File: config.mk
export PLATFORM = sky130hd
export DESIGN_NAME = pipe_stage_buf
export DESIGN_NICKNAME = d
export VERILOG_FILES = /design/src/rtl/pipe_stage_buf.sv
export SDC_FILE = /design/constraint.sdc
export NUM_CORES = 1
export LEC_CHECK = 0
export ABC_CLOCK_PERIOD_IN_PS = 3580
export CORE_AREA = 2 2 179 181
export CTS_CLUSTER_DIAMETER = 100
export DETAILED_ROUTE_END_ITERATION = 8
export DIE_AREA = 0 0 181 183
export SYNTH_ARGS = -nofsm -noshare
export SYNTH_HDL_FRONTEND = slang
export SYNTH_SLANG_ARGS = --single-unit
File: constraint.sdc
create_clock -name clk -period 3.58 [get_ports clk]
set_clock_uncertainty 0.2 [all_clocks]
set_input_delay 0.358 -clock clk [delete_from_list [all_inputs] [get_ports clk]]
set_output_delay 0.358 -clock clk [all_outputs]
set_load 0.02 [all_outputs]
File: src/rtl/pipe_stage_buf.sv
// pipe_stage_buf: valid/ready pipeline stage with one head register and optional skid register.
// Define PIPE_STAGE_BUF_SKID_EN for two entries with a registered in_ready; otherwise one entry.
module pipe_stage_buf #(
    parameter int DATA_W = 32,
    parameter int LANES  = 7
) (
    input  logic                      clk,
    input  logic                      reset,
    input  logic                      flush,
    input  logic                      in_valid,
    output logic                      in_ready,
    input  logic [DATA_W*LANES-1:0]   in_data,
    output logic                      out_valid,
    input  logic                      out_ready,
    output logic [DATA_W*LANES-1:0]   out_data,
    output logic [1:0]                occupancy
);
    localparam int W = DATA_W * LANES;
    typedef enum logic [1:0] {EMPTY = 2'd0, ONE = 2'd1, FULL = 2'd2} state_t;
    state_t state;
    logic [W-1:0] head;
`ifdef PIPE_STAGE_BUF_SKID_EN
    logic [W-1:0] skid;
`endif
    // rdy is low through reset and rises on the first edge after release
    logic rdy;
    logic in_xfer, out_xfer;
    assign out_valid = state != EMPTY;
    assign out_data  = out_valid ? head : '0;
    assign occupancy = state;
`ifdef PIPE_STAGE_BUF_SKID_EN
    assign in_ready  = rdy;
`else
    assign in_ready  = rdy && (state == EMPTY || out_ready);
`endif
    assign in_xfer  = in_valid && in_ready;
    assign out_xfer = out_valid && out_ready;
    always_ff @(posedge clk or negedge reset) begin
        if (!reset) begin
            state <= EMPTY;
            head  <= '0;
`ifdef PIPE_STAGE_BUF_SKID_EN
            skid  <= '0;
`endif
            rdy   <= 1'b0;
        end else if (flush) begin
            state <= EMPTY;
            head  <= '0;
`ifdef PIPE_STAGE_BUF_SKID_EN
            skid  <= '0;
`endif
            rdy   <= 1'b1;
        end else begin
            rdy <= 1'b1;
            case (state)
                EMPTY: if (in_xfer) begin
                    head  <= in_data;
                    state <= ONE;
                end
                ONE: if (in_xfer && out_xfer) begin
                    head <= in_data;
`ifdef PIPE_STAGE_BUF_SKID_EN
                end else if (in_xfer) begin
                    skid  <= in_data;
                    state <= FULL;
                    rdy   <= 1'b0;
`endif
                end else if (out_xfer) begin
                    state <= EMPTY;
                end
`ifdef PIPE_STAGE_BUF_SKID_EN
                FULL: if (out_xfer) begin
                    head  <= skid;
                    skid  <= '0;
                    state <= ONE;
                end else begin
                    rdy <= 1'b0;
                end
`endif
                default: state <= EMPTY;
            endcase
        end
    end
endmodule
### After elaboration in Yosys (flattened, before gate mapping)

Index checks and enable logic that the tools add are counted.

| cells by class | value |
|---|---|
| eq/ne operators | 5 |
| reductions and logical operators | 10 |
| multiplexer cells | 10 |

Operators by type and width:

| operator | number |
|---|---|
| 2-to-1 mux 224 bit | 4 |
| one-hot mux 224 bit (2 select lines) | 1 |
| inequality test 3 bit, second input constant | 4 |
| 2-to-1 mux 2 bit | 4 |
| AND reduction 3 bit | 2 |
| logical AND 1 bit | 4 |
| one-hot mux 2 bit (2 select lines) | 1 |
| nonzero test 3 bit | 1 |
| == test 2 x 1 -> 1 bit, second input constant | 1 |
| zero test 2 bit | 1 |
| nonzero test 2 bit | 1 |
| logical OR 1 bit | 1 |

| word-level totals | value |
|---|---|
| register bits after elaboration | 227 |
| input bits | 229 |
| logic and storage cells | 28 |

### Logic depth before layout (Yosys ltp)

| depth | value |
|---|---|
| depth after elaboration | 8 |
| mapped depth | 7 |

### Worst setup path before layout

OpenSTA, ideal clock, no wires.

| path | value |
|---|---|
| path type | register to output |
| from | reg state[0] (netlist: occupancy[0]) |
| to | out out_data[100] |
| cell stages (with the launch flop) | 5 |
| arrival time | 1.366 ns |
| setup slack | 1.656 ns |
| path through | dfrtp_1 -> buf_4 -> clkbuf_1 -> clkbuf_1 -> and2_1 |

| between the ends | value |
|---|---|
| longest elaborated chain between the ends | 2 |

RTL lines:

| element | line | text |
|---|---|---|
| start: declaration | 20 | `state_t state;` |
| start signal: assignment | 40 | `state <= EMPTY;` |
| start signal: assignment | 47 | `state <= EMPTY;` |
| start signal: assignment | 58 | `state <= ONE;` |
| nonzero test 2 bit | 28 | `assign out_valid = state != EMPTY;` |
| 2-to-1 mux 224 bit | 29 | `assign out_data = out_valid ? head : '0;` |
| end: declaration | 15 | `output logic [DATA_W*LANES-1:0] out_data,` |

No other way between the ends.

### Final worst setup path

| path | value |
|---|---|
| from | reg state[0] (netlist: occupancy[0]) |
| to | out out_data[203] |

Same word-level chain as after synthesis.

==> flow_summary.toml <==
[pwr]
power_mw = 6.01
peakVddDrop_v = 0.000294
power_density_nw_per_um2 = 396
p_leak_nw = 6.71

[detailed_routing]
route.detailed.drc = 0
via_count = 7584
wl_per_cell_um = 19.5
wl_mm = 31.1
drt-vias-per-instance = 4.75
drt-initial-drc-count = 425
drtAntennaViolNets = 0
dr.pass1.iters = 4

[timing]
setup_violations = 0
setup-tns-final_ns = 0
final_hold_viol_count = 0
relSlewSlack = 0.464
fin_crit_ns = 3.21
rsz0062_at_grt = "no"
post-route-period-util = 0.896
tightestPinTransition_ns = 0.803
fmax_ghz = 0.312
slew_violations = 0

[cts]
cts.clk_slew.worst_paths_ns = 0.06
cts_buffer_depth = 3
insertion_delay_ns = 0.52
cts_resized = 0
root_buffer = "clkbuf_16"
cts_tree = "yes"
cts.sinks = 226
postCtsSetupRepairBufs = 0
htree_num_levels = 1
numCtsBuffers = 25

[placement]
dpl.hpwl_mm = 21.2
place_congestion = 0.802
port_buffers = 455
dp_cells = 1555

[worst_setup_path]
crit_slowest_cell = "dfrtp_4"
path_buf_inv = 2
crit_path_cell_trace = "buf_12 -> and2_1 -> clkdlybuf4s50_1"
cp-startpoint = "occupancy[0]"
cp.arrival_ns = 2.65
reg2reg_slack_ns = 1.10
r2r_cells = 4
worstPathMaxFanout = 88
worst-path-stages = 3
worstSetupStartpointType = "flip-flop"
cp.required_ns = 3.02
reg2reg_to = "head[127]"
r2r-start = "occupancy[0]"
crit_path_end = "out_data[203]"
worst_path_largest_cell_delay_ns = 0.93
crit_family = "buffers and inverters"
end_kind = "output pin"
critPathKind = "flip-flop to output pin"

[synth]
synth_area_per_cell_sq_um = 12.5
synth-seq-cells = 226
synth_area_sq_um = 9510
synthesis.instances = 758
ys_warn_count = 0
synth_cell_types = 13
seq_area_frac_synth = 0.595
syn-num-nets = 987

[global_routing]
antenna_found_initial = 0
grt_util_all_layers = 0.181
grt_pass1_wl_mm = 47.5
grt_max_degree = 119
grt_pass1_vias = 7963
grt_overflow_total = 0

[flow_run]
max-cap-violations = 0

[layout]
final_cell_mix = "454 x clkdlybuf4s50_1, 225 x and2_1, 225 x dfrtp_1"
instances_no_fill = 1597
area_growth_pct = 59.5
seq_area_sq_um = 5660
nets = 1410
final_common_cell = "clkdlybuf4s50_1"
multi_input_area_sq_um = 3430
fin_util = 0.486
num_antenna_cells = 0
fillers = 2848
drive_above_1_share = 0.0494

[die]
die_h_um = 183
design.core.area_sq_um = 31200
ios = 457
fp.dieW_um = 181
rows = 65
dieArea_sq_um = 33100
start_util = 0.305

[hold_path]
hold_class = "primary input to asynchronous set/reset pin"

[outcome]
status = "finished, final reports clean"
## per-layer routing
layer	up-vias	routed length (um)	GRT usage
met5	-	0	0
met4	0	624	0.0446
met3	38	2610	0.0590
met2	288	15000	0.306
met1	3729	12900	0.225
li1	3529	-	-
## flip-flops by register name, indices dropped and copies added, names as in the netlist
name and flops:
head 224, occupancy 1, rdy 1
## how the worst min path moves through the flow
stage | start | end | slack, ns | depth (start not counted)
final | reset | head[100] | 0.22 | 2
after global routing | in_data[45] | head[45] | 0.20 | 2
after CTS | in_data[45] | head[45] | 0.18 | 2
after detailed placement | reset | head[100] | 0.19 | 1
after global placement | reset | head[100] | 0.19 | 1
after floorplan | reset | head[0] | -0.14 | 0
## what timing repair did
item / CTS / global route
hold endpoints to repair: 74 / 0
setup endpoints to repair: 0 / 0
hold buffers: 1 / 0
## logic make-up after synthesis
kind of cell | count (synthesis) | synth area share
buffers and inverters | 76 | 0.0446
and+or+nand+nor | 228 | 0.151
AOI/OAI and AO/OA | 226 | 0.209
other | 2 | 0.000790
DFF | 226 | 0.595
## metrics by stage
stage          setup WS, ns  hold WS (ns)  cell area [sq um]
2_1_floorplan          1.66        -0.138               9510
3_3_place_gp          0.875         0.189              14400
3_5_place_dp          0.886         0.191              14400
4_1_cts               0.295         0.185              15200
5_1_grt               0.167         0.201              15200
6_report              0.372         0.219              15200
## synth_stat cells
cell type | instances | area, sq um
nand2_1 | 1 | 3.75
clkbuf_1 | 30 | 113
buf_6 | 11 | 124
conb_1 | 2 | 7.51
a21oi_1 | 1 | 5.00
buf_4 | 5 | 37.5
and4b_1 | 1 | 10.0
and2_1 | 225 | 1410
dfrtp_1 | 226 | 5660
a31oi_4 | 1 | 21.3
a22o_1 | 224 | 1960
nand2b_4 | 1 | 13.8
buf_2 | 30 | 150
## where the power goes
part / internal, mW / switching, mW / total [mW] / leakage [nW]
clock: 1.51 / 1.05 / 2.56 / 0.400
sequential: 2.67 / 0.0761 / 2.75 / 3.07
combinational: 0.396 / 0.298 / 0.694 / 3.24
total: 4.59 / 1.42 / 6.01 / 6.71
## cell type report
type / count / share of cell area
flip-flops and latches: 226 / 0.373
clock inverters: 8 / 0.00618
clock buffers: 33 / 0.0465
repair buffers: 472 / 0.315
well taps: 402 / 0.0331
multi-input cells: 456 / 0.226
(Power assumes the default switching activity.)
